<file path="src/rtl/idex_stage_pkg.sv">
// -----------------------------------------------------------------------------
// idex_stage_pkg
// Shared definitions for the ID/EX pipeline register:
//   XLEN_DEF    - default operand/result width
//   REG_ZERO    - index of the hard-wired zero register x0
//   alu_op_e    - 4-bit ALU operation code
//   idex_ctrl_t - registered control payload carried from ID to EX
//   src_match   - producer-to-source register match rule
// -----------------------------------------------------------------------------
package idex_stage_pkg;

  localparam int XLEN_DEF = 32;
  localparam logic [4:0] REG_ZERO = 5'd0;

  typedef enum logic [3:0] {
    ALU_ADD  = 4'd0,
    ALU_SUB  = 4'd1,
    ALU_SLL  = 4'd2,
    ALU_SLT  = 4'd3,
    ALU_SLTU = 4'd4,
    ALU_XOR  = 4'd5,
    ALU_SRL  = 4'd6,
    ALU_SRA  = 4'd7,
    ALU_OR   = 4'd8,
    ALU_AND  = 4'd9,
    ALU_LUI  = 4'd10,
    ALU_PASS = 4'd11
  } alu_op_e;

  typedef struct packed {
    alu_op_e    alusel;
    logic [4:0] rd_addr;
    logic       rd_we;
    logic       is_load;
  } idex_ctrl_t;

  // x0 is never a forwarding target, whatever a producer claims to write.
  function automatic logic src_match(input logic [4:0] src, input logic [4:0] rd,
                                     input logic we);
    return (src != REG_ZERO) && we && (rd == src);
  endfunction

endpackage

</file>
<file path="src/rtl/idex_stage_if.sv">
// -----------------------------------------------------------------------------
// idex_id_if : decode -> ID/EX stage bundle (valid/ready + operands/control)
//   master = decoder (drives payload and in_valid, receives in_ready)
//   slave  = ID/EX stage
// idex_ex_if : ID/EX stage -> ALU bundle (valid/ready + registered operands)
//   master = ID/EX stage (drives payload and out_valid, receives out_ready)
//   slave  = ALU
// -----------------------------------------------------------------------------
interface idex_id_if #(parameter int XLEN = idex_stage_pkg::XLEN_DEF);
  logic            in_valid;
  logic            in_ready;
  logic [4:0]      in_rs1_addr;
  logic [4:0]      in_rs2_addr;
  logic [4:0]      in_rd_addr;
  logic [XLEN-1:0] in_rs1_data;
  logic [XLEN-1:0] in_rs2_data;
  logic [XLEN-1:0] in_imm;
  logic [XLEN-1:0] in_pc;
  logic            in_use_imm;
  logic            in_rd_we;
  logic            in_is_load;
  logic [3:0]      in_alusel;

  modport master (
    output in_valid, in_rs1_addr, in_rs2_addr, in_rd_addr, in_rs1_data, in_rs2_data,
           in_imm, in_pc, in_use_imm, in_rd_we, in_is_load, in_alusel,
    input  in_ready
  );
  modport slave (
    input  in_valid, in_rs1_addr, in_rs2_addr, in_rd_addr, in_rs1_data, in_rs2_data,
           in_imm, in_pc, in_use_imm, in_rd_we, in_is_load, in_alusel,
    output in_ready
  );
endinterface

interface idex_ex_if #(parameter int XLEN = idex_stage_pkg::XLEN_DEF);
  logic            out_valid;
  logic            out_ready;
  logic [XLEN-1:0] out_rs1;
  logic [XLEN-1:0] out_rs2;
  logic [XLEN-1:0] out_pc;
  logic [3:0]      out_alusel;
  logic [4:0]      out_rd_addr;
  logic            out_rd_we;
  logic            out_is_load;

  modport master (
    output out_valid, out_rs1, out_rs2, out_pc, out_alusel, out_rd_addr, out_rd_we,
           out_is_load,
    input  out_ready
  );
  modport slave (
    input  out_valid, out_rs1, out_rs2, out_pc, out_alusel, out_rd_addr, out_rd_we,
           out_is_load,
    output out_ready
  );
endinterface

</file>
<file path="src/rtl/idex_stage_fwd_mux.sv">
// -----------------------------------------------------------------------------
// fwd_mux
// One source operand: detects EX/MEM and MEM/WB matches and selects the
// operand with priority EX/MEM > MEM/WB > register file. x0 always reads 0.
// Build option: IDEX_FORWARD_EN - when undefined the register-file value is
// always selected (hit flags are still reported for hazard detection).
// Ports:
//   src_addr_i/src_data_i           source index and register-file value
//   exm_rd_addr_i/_we_i/_result_i   EX/MEM producer
//   mwb_rd_addr_i/_we_i/_result_i   MEM/WB producer
//   data_o                          selected operand
//   exm_hit_o/mwb_hit_o             producer match flags
// -----------------------------------------------------------------------------
module fwd_mux
  import idex_stage_pkg::*;
#(
  parameter int XLEN = XLEN_DEF
) (
  input  logic [4:0]      src_addr_i,
  input  logic [XLEN-1:0] src_data_i,
  input  logic [4:0]      exm_rd_addr_i,
  input  logic            exm_rd_we_i,
  input  logic [XLEN-1:0] exm_result_i,
  input  logic [4:0]      mwb_rd_addr_i,
  input  logic            mwb_rd_we_i,
  input  logic [XLEN-1:0] mwb_result_i,
  output logic [XLEN-1:0] data_o,
  output logic            exm_hit_o,
  output logic            mwb_hit_o
);

`ifdef IDEX_FORWARD_EN
  localparam bit FWD_EN = 1'b1;
`else
  localparam bit FWD_EN = 1'b0;
`endif

  assign exm_hit_o = src_match(src_addr_i, exm_rd_addr_i, exm_rd_we_i);
  assign mwb_hit_o = src_match(src_addr_i, mwb_rd_addr_i, mwb_rd_we_i);

  // Priority operand select; the younger EX/MEM result wins over MEM/WB.
  always_comb begin
    data_o = src_data_i;
    if (src_addr_i == REG_ZERO) begin
      data_o = '0;
    end else if (FWD_EN && exm_hit_o) begin
      data_o = exm_result_i;
    end else if (FWD_EN && mwb_hit_o) begin
      data_o = mwb_result_i;
    end else begin
      data_o = src_data_i;
    end
  end

endmodule

</file>
<file path="src/rtl/idex_stage.sv">
// -----------------------------------------------------------------------------
// idex_stage
// Single-entry ID/EX pipeline register with operand forwarding, load-use
// hazard stall, flush and a saturating stall-cycle counter.
// Build option: IDEX_FORWARD_EN - forwarding enabled, stall only on load-use;
// undefined - no forwarding, stall on any in-flight producer match.
// Ports:
//   clk, rst              clock, asynchronous active-high reset
//   id  (idex_id_if)      decode-side handshake, operands and control
//   ex  (idex_ex_if)      ALU-side handshake, registered operands and control
//   exm_*                 EX/MEM producer (rd index, we, is_load, result)
//   mwb_*                 MEM/WB producer (rd index, we, result)
//   flush                 squash held and incoming instruction
//   stall_cnt             saturating hazard stall cycle count
// -----------------------------------------------------------------------------
module idex_stage
  import idex_stage_pkg::*;
#(
  parameter int XLEN  = XLEN_DEF,
  parameter int CNT_W = 16
) (
  input  logic             clk,
  input  logic             rst,
  idex_id_if.slave         id,
  idex_ex_if.master        ex,
  input  logic [4:0]       exm_rd_addr,
  input  logic             exm_rd_we,
  input  logic             exm_is_load,
  input  logic [XLEN-1:0]  exm_result,
  input  logic [4:0]       mwb_rd_addr,
  input  logic             mwb_rd_we,
  input  logic [XLEN-1:0]  mwb_result,
  input  logic             flush,
  output logic [CNT_W-1:0] stall_cnt
);

`ifdef IDEX_FORWARD_EN
  localparam bit FWD_EN = 1'b1;
`else
  localparam bit FWD_EN = 1'b0;
`endif

  localparam logic [CNT_W-1:0] CNT_ONE = {{(CNT_W-1){1'b0}}, 1'b1};

  logic [XLEN-1:0] rs1_fwd_s, rs2_fwd_s, rs2_sel_s;
  logic            rs1_exm_hit_s, rs1_mwb_hit_s, rs2_exm_hit_s, rs2_mwb_hit_s;
  logic            rs2_used_s, hazard_s, in_ready_s, capture_s;

  logic             valid_q, valid_d;
  logic [XLEN-1:0]  rs1_q, rs1_d, rs2_q, rs2_d, pc_q, pc_d;
  idex_ctrl_t       ctrl_q, ctrl_d;
  logic [CNT_W-1:0] cnt_q, cnt_d;

  fwd_mux #(.XLEN(XLEN)) u_fwd_rs1 (
    .src_addr_i   (id.in_rs1_addr),
    .src_data_i   (id.in_rs1_data),
    .exm_rd_addr_i(exm_rd_addr),
    .exm_rd_we_i  (exm_rd_we),
    .exm_result_i (exm_result),
    .mwb_rd_addr_i(mwb_rd_addr),
    .mwb_rd_we_i  (mwb_rd_we),
    .mwb_result_i (mwb_result),
    .data_o       (rs1_fwd_s),
    .exm_hit_o    (rs1_exm_hit_s),
    .mwb_hit_o    (rs1_mwb_hit_s)
  );

  fwd_mux #(.XLEN(XLEN)) u_fwd_rs2 (
    .src_addr_i   (id.in_rs2_addr),
    .src_data_i   (id.in_rs2_data),
    .exm_rd_addr_i(exm_rd_addr),
    .exm_rd_we_i  (exm_rd_we),
    .exm_result_i (exm_result),
    .mwb_rd_addr_i(mwb_rd_addr),
    .mwb_rd_we_i  (mwb_rd_we),
    .mwb_result_i (mwb_result),
    .data_o       (rs2_fwd_s),
    .exm_hit_o    (rs2_exm_hit_s),
    .mwb_hit_o    (rs2_mwb_hit_s)
  );

  // rs2 is not a real source when the immediate replaces it.
  assign rs2_used_s = !id.in_use_imm;
  assign rs2_sel_s  = id.in_use_imm ? id.in_imm : rs2_fwd_s;

  // With forwarding only a load in EX/MEM cannot be bypassed; without it any
  // pending write to a used source must drain first.
  assign hazard_s = FWD_EN
    ? (exm_is_load && (rs1_exm_hit_s || (rs2_used_s && rs2_exm_hit_s)))
    : (rs1_exm_hit_s || rs1_mwb_hit_s ||
       (rs2_used_s && (rs2_exm_hit_s || rs2_mwb_hit_s)));

  assign in_ready_s = (!valid_q || ex.out_ready) && !hazard_s;
  assign capture_s  = id.in_valid && in_ready_s && !flush;
  assign id.in_ready = in_ready_s;

  // Next-state: flush beats capture, capture beats consume, otherwise hold.
  always_comb begin
    valid_d = valid_q;
    rs1_d   = rs1_q;
    rs2_d   = rs2_q;
    pc_d    = pc_q;
    ctrl_d  = ctrl_q;
    cnt_d   = cnt_q;
    if (flush) begin
      valid_d = 1'b0;
    end else if (capture_s) begin
      valid_d = 1'b1;
      rs1_d   = rs1_fwd_s;
      rs2_d   = rs2_sel_s;
      pc_d    = id.in_pc;
      ctrl_d  = '{alusel:  alu_op_e'(id.in_alusel),
                  rd_addr: id.in_rd_addr,
                  rd_we:   id.in_rd_we,
                  is_load: id.in_is_load};
    end else if (valid_q && ex.out_ready) begin
      valid_d = 1'b0;
    end else begin
      valid_d = valid_q;
    end
    if (id.in_valid && hazard_s && !flush && (cnt_q != {CNT_W{1'b1}})) begin
      cnt_d = cnt_q + CNT_ONE;
    end else begin
      cnt_d = cnt_q;
    end
  end

  // Pipeline register and stall counter.
  always_ff @(posedge clk or posedge rst) begin
    if (rst) begin
      valid_q <= 1'b0;
      rs1_q   <= '0;
      rs2_q   <= '0;
      pc_q    <= '0;
      ctrl_q  <= '0;
      cnt_q   <= '0;
    end else begin
      valid_q <= valid_d;
      rs1_q   <= rs1_d;
      rs2_q   <= rs2_d;
      pc_q    <= pc_d;
      ctrl_q  <= ctrl_d;
      cnt_q   <= cnt_d;
    end
  end

  assign ex.out_valid   = valid_q;
  assign ex.out_rs1     = rs1_q;
  assign ex.out_rs2     = rs2_q;
  assign ex.out_pc      = pc_q;
  assign ex.out_alusel  = ctrl_q.alusel;
  assign ex.out_rd_addr = ctrl_q.rd_addr;
  assign ex.out_rd_we   = ctrl_q.rd_we;
  assign ex.out_is_load = ctrl_q.is_load;
  assign stall_cnt      = cnt_q;

endmodule

</file>
<file path="src/flat_wrapper.sv">
// flat-port wrapper written by rule: the top's interface ports become plain ports
module idex_stage_flat import idex_stage_pkg::*;
#(
  parameter int XLEN  = XLEN_DEF,
  parameter int CNT_W = 16
)
  (clk, rst, exm_rd_addr, exm_rd_we, exm_is_load, exm_result, mwb_rd_addr, mwb_rd_we, mwb_result, flush, stall_cnt, id_in_valid, id_in_rs1_addr, id_in_rs2_addr, id_in_rd_addr, id_in_rs1_data, id_in_rs2_data, id_in_imm, id_in_pc, id_in_use_imm, id_in_rd_we, id_in_is_load, id_in_alusel, id_in_ready, ex_out_valid, ex_out_rs1, ex_out_rs2, ex_out_pc, ex_out_alusel, ex_out_rd_addr, ex_out_rd_we, ex_out_is_load, ex_out_ready);
  idex_id_if #(.XLEN(XLEN)) id_i ();
  idex_ex_if #(.XLEN(XLEN)) ex_i ();
  input  logic clk;
  input  logic rst;
  input  logic [4:0] exm_rd_addr;
  input  logic exm_rd_we;
  input  logic exm_is_load;
  input  logic [XLEN-1:0] exm_result;
  input  logic [4:0] mwb_rd_addr;
  input  logic mwb_rd_we;
  input  logic [XLEN-1:0] mwb_result;
  input  logic flush;
  output logic [CNT_W-1:0] stall_cnt;
  input wire logic [$bits(id_i.in_valid)-1:0] id_in_valid;
  input wire logic [$bits(id_i.in_rs1_addr)-1:0] id_in_rs1_addr;
  input wire logic [$bits(id_i.in_rs2_addr)-1:0] id_in_rs2_addr;
  input wire logic [$bits(id_i.in_rd_addr)-1:0] id_in_rd_addr;
  input wire logic [$bits(id_i.in_rs1_data)-1:0] id_in_rs1_data;
  input wire logic [$bits(id_i.in_rs2_data)-1:0] id_in_rs2_data;
  input wire logic [$bits(id_i.in_imm)-1:0] id_in_imm;
  input wire logic [$bits(id_i.in_pc)-1:0] id_in_pc;
  input wire logic [$bits(id_i.in_use_imm)-1:0] id_in_use_imm;
  input wire logic [$bits(id_i.in_rd_we)-1:0] id_in_rd_we;
  input wire logic [$bits(id_i.in_is_load)-1:0] id_in_is_load;
  input wire logic [$bits(id_i.in_alusel)-1:0] id_in_alusel;
  output wire logic [$bits(id_i.in_ready)-1:0] id_in_ready;
  output wire logic [$bits(ex_i.out_valid)-1:0] ex_out_valid;
  output wire logic [$bits(ex_i.out_rs1)-1:0] ex_out_rs1;
  output wire logic [$bits(ex_i.out_rs2)-1:0] ex_out_rs2;
  output wire logic [$bits(ex_i.out_pc)-1:0] ex_out_pc;
  output wire logic [$bits(ex_i.out_alusel)-1:0] ex_out_alusel;
  output wire logic [$bits(ex_i.out_rd_addr)-1:0] ex_out_rd_addr;
  output wire logic [$bits(ex_i.out_rd_we)-1:0] ex_out_rd_we;
  output wire logic [$bits(ex_i.out_is_load)-1:0] ex_out_is_load;
  input wire logic [$bits(ex_i.out_ready)-1:0] ex_out_ready;
  assign id_i.in_valid = id_in_valid;
  assign id_i.in_rs1_addr = id_in_rs1_addr;
  assign id_i.in_rs2_addr = id_in_rs2_addr;
  assign id_i.in_rd_addr = id_in_rd_addr;
  assign id_i.in_rs1_data = id_in_rs1_data;
  assign id_i.in_rs2_data = id_in_rs2_data;
  assign id_i.in_imm = id_in_imm;
  assign id_i.in_pc = id_in_pc;
  assign id_i.in_use_imm = id_in_use_imm;
  assign id_i.in_rd_we = id_in_rd_we;
  assign id_i.in_is_load = id_in_is_load;
  assign id_i.in_alusel = id_in_alusel;
  assign id_in_ready = id_i.in_ready;
  assign ex_out_valid = ex_i.out_valid;
  assign ex_out_rs1 = ex_i.out_rs1;
  assign ex_out_rs2 = ex_i.out_rs2;
  assign ex_out_pc = ex_i.out_pc;
  assign ex_out_alusel = ex_i.out_alusel;
  assign ex_out_rd_addr = ex_i.out_rd_addr;
  assign ex_out_rd_we = ex_i.out_rd_we;
  assign ex_out_is_load = ex_i.out_is_load;
  assign ex_i.out_ready = ex_out_ready;
  idex_stage #(.XLEN(XLEN), .CNT_W(CNT_W)) u_core (.clk(clk), .rst(rst), .id(id_i), .ex(ex_i), .exm_rd_addr(exm_rd_addr), .exm_rd_we(exm_rd_we), .exm_is_load(exm_is_load), .exm_result(exm_result), .mwb_rd_addr(mwb_rd_addr), .mwb_rd_we(mwb_rd_we), .mwb_result(mwb_result), .flush(flush), .stall_cnt(stall_cnt));
endmodule
</file>
<file path="config.mk">
export PLATFORM = sky130hd
export DESIGN_NAME = idex_stage_flat
export DESIGN_NICKNAME = d
export VERILOG_FILES = /design/src/rtl/idex_stage_pkg.sv /design/src/rtl/idex_stage_if.sv /design/src/rtl/idex_stage_fwd_mux.sv /design/src/rtl/idex_stage.sv /design/src/flat_wrapper.sv
export SDC_FILE = /design/constraint.sdc
export NUM_CORES = 1
export LEC_CHECK = 0
export BUFFER_PORTS_ARGS = -buffer_cell sky130_fd_sc_hd__clkbuf_2
export CORE_MARGIN = 10
export CORE_UTILIZATION = 26
export DETAILED_ROUTE_END_ITERATION = 8
export PLACE_DENSITY = 0.52
export SLEW_MARGIN = 40
export SYNTH_ARGS = -nofsm -noshare
export SYNTH_HDL_FRONTEND = slang
export SYNTH_SLANG_ARGS = --single-unit
</file>
<file path="constraint.sdc">
create_clock -name clk -period 6.93 [get_ports clk]
set_clock_uncertainty 0.15 [all_clocks]
set_input_delay 1.0395 -clock clk [delete_from_list [all_inputs] [get_ports clk]]
set_output_delay 1.0395 -clock clk [all_outputs]
set_load 0.01 [all_outputs]
</file>
==> metrics <==
# hold bufs at CTS 0; Post-synth top flop sky130_fd_sc_hd__dfrtp_1; proportion of synthesized chip area in sequential cells 0.573; headroom to the max-slew limit 0.482; gr usage total 0.126; number of instances in the synthesized netlist 487; fraction of synthesis flops using an asynchronous set or reset pin 1.00; Cell Rows 52; number of library cell types mapped by synthesis 36; ranking of synthesized cells by instance count 124 x sky130_fd_sc_hd__dfrtp_1, 46 x sky130_fd_sc_hd__mux2_2, 39 x sky130_fd_sc_hd__nor2_1; startpoint of the worst hold path u_core.stall_cnt[10]$_DFFE_PP0P_; r2r setup slk 4.56 ns; Cell Count, Final, Fillers Out 1056; Setup CP Type in2out; fill count 2051; vias in the first global route 4853; maximum buffer depth of the clock tree 2; max-slew violation count 0; Detailed Routing Iterations Pass 1 4; input/output buffers 291; antenna diode count 0; synthesized area 0.00541 sq mm; largest driver fanout on the critical path 34; instance area at placement 0.00711 sq mm; x dimension of the die 164 microns; fraction of synthesized cell area in xor and xnor cells 0.0534; Non-Filler Cell Area, Final 0.00774 sq mm; clock latency at the later pin of the worst-skew pair 0.40 ns; final weighted congestion of routability-driven global placement 0.782; post-synthesis adder-cell area fraction 0.00231; # H-tree levels 4; final setup violation count 0; Routed Antenna Nets 0; hold path endpoint u_core.stall_cnt[10]$_DFFE_PP0P_; area inside the core boundary 0.0204 sq mm; worst-path cell chain buf_2 > a21oi_4 > buf_4 > a22oi_2 > nor2b_1 > clkbuf_2; worst supply voltage drop on vdd 0.000145 V; biggest cell delay along the critical path 0.67 ns; minimum period implied by the final worst setup slack 4.18 ns; net count of the mapped netlist 720; pwr/cell area 298 mW/mm^2; fraction of final layout cells with drive strength greater than 1 0.486; tightest hold margin 0.352 ns; vias per cell 4.39; Synth area leaders sky130_fd_sc_hd__dfrtp_1 57%, sky130_fd_sc_hd__mux2_2 9.6%, sky130_fd_sc_hd__a22oi_1 4.4%; number of maximum-capacitance constraint violations 0; number of hold violations in the final report 0; number of enable flip-flop cells after synthesis 0; final setup margin 2.75 ns; aggregate routed wire length 17600 microns; reported leakage power 3.83 nW; depth of the most critical reg-to-reg path 5; mux contribution to synthesized area 0.0957; critical path's top delay family buffers and inverters; routed wire length per instance 16.7 microns; RR Startpoint u_core.ex.out_valid$_DFFE_PP0P_; total instance count after detailed placement 1023; synthesized area divided by synthesized cell count 11.1 sq um; clock transition time at the flip-flop clock pins of the worst setup and hold paths 0.06 ns; main combinational cell family by area after synthesis compound AO/OA/AOI/OAI gates; TritonCTS clock tree yes; TritonCTS Buffers 17; HPWL after DPL 13200 microns; Synth top area share 0.573; Critical Path Start Type input pin; post-CTS setup buffers 0; Synth area leader sky130_fd_sc_hd__dfrtp_1; effective utilization at floorplan 0.266; Die H 164 microns; CP required 5.74 ns; number of clock sinks 124; RSZ-0062 raised after global routing no; drt first-iter violations 261; min-delay worst type reg2reg; result of the run finished clean; Die Area 0.0270 sq mm; share of synthesized cell area in and, or, nand and nor gates 0.108; num ports 357; part of the cycle the worst path needs 0.603; most repeated cell in the gate-level netlist after synthesis sky130_fd_sc_hd__dfrtp_1; pin count of the biggest net entering global routing 172; CTS root buf sky130_fd_sc_hd__clkbuf_16; Sum Neg Setup Slack 0 ns; slowest CP cell sky130_fd_sc_hd__a22oi_2; Tightest Pin Transition 0.777 ns; synthesized-area fraction occupied by ao, oa, aoi and oai cells 0.117; highest clock frequency the design can meet 239 MHz; total number of vias 4636; total power 2.31 mW; register bit total from synthesis 124; worst flop-to-flop path endpoint u_core.ex.out_rd_we$_DFFE_PP0P_; kind of capture point of the worst setup path primary output; number of stages on the worst hold path 1; area of the multi-input gates 0.00204 sq mm; remaining design rule violation count 0; initial antenna violation count 0; critical path data arrival time 2.99 ns; post-synthesis to final-layout area growth 43.0%; total of warnings raised by yosys 0; total of cells resized after clock tree synthesis 0; worst path bufs/invs 3; final cell utilization of the core 0.380; area used by sequential logic in the layout 0.00310 sq mm; Congestion Overflow GR 0; global-route wire length before repair 26900 microns; net count reported at finish 1006; Post-Place Setup Slack 2.64 ns
==> registers in the layout, indices dropped and copies added, names as in the netlist <==
signal and cells:
u_core.stall_cnt 16, u_core.ex.out_rd_we 1, u_core.ex.out_is_load 1, u_core.ex.out_rd_addr 5, u_core.ex.out_rs2 32, u_core.ex.out_pc 32, u_core.ex.out_valid 1, u_core.ex.out_rs1 32
u_core.ex.out_alusel 4
==> area by class of cell <==
class | count | area share
multi-input combinational | 301 | 0.264
tap | 270 | 0.0436
clock inverter | 13 | 0.0215
clock buffer | 19 | 0.0572
inverter | 33 | 0.0167
sequential | 124 | 0.401
timing repair buffer | 296 | 0.196
==> worst register-to-register path, cell delays in order, from the launching register on <==
cell and delay, ns:
sky130_fd_sc_hd__dfrtp_1 0.38, sky130_fd_sc_hd__nor2b_1 0.15, sky130_fd_sc_hd__or2_2 0.30, sky130_fd_sc_hd__a221oi_4 0.22, sky130_fd_sc_hd__buf_12 0.57, sky130_fd_sc_hd__mux2_2 0.48
==> cell families after synthesis <==
group           Yosys count
fa+ha+maj                 1
xor+xnor                 33
buf+inv                  62
compound gates          102
flops                   124
mux                      46
simple gates            119
==> power breakdown <==
part           switching, mW  internal [mW]  total, mW
logic                  0.253          0.214      0.467
registers             0.0673          0.851      0.918
clock network          0.346          0.577      0.923
total                  0.666           1.64       2.31
==> layout by cell type (no fill, tap or decap), drive strengths merged, types with 7 or more instances in the layout <==
cell    instances
xor2           13
clkbuf        309
dfrtp         124
inv            35
nor2           39
mux2           46
nor3            7
a22oi          33
nand3          39
nand2          12
o21ai          32
xnor2          20
a21oi          34
==> how the worst max path moves through the flow <==
stage                   from                                  end  depth (start not counted)
2_1_floorplan            rst  u_core.ex.out_alusel[0]$_DFFE_PP0P_                          1
3_3_place_gp   id_in_use_imm                          id_in_ready                          6
3_5_place_dp   id_in_use_imm                          id_in_ready                          6
4_1_cts        id_in_use_imm                          id_in_ready                          6
5_1_grt        id_in_use_imm                          id_in_ready                          6
6_report       id_in_use_imm                          id_in_ready                          6
==> per-layer routing <==
metal  part of all wire  vias to the layer above  GRT usage
li1                   -                     2262          -
met1               0.39                     2173      0.144
met2               0.49                      184      0.207
met3               0.10                       17     0.0576
met4              0.016                        0     0.0378
met5                  0                        -          0
(Power assumes the default switching activity.)
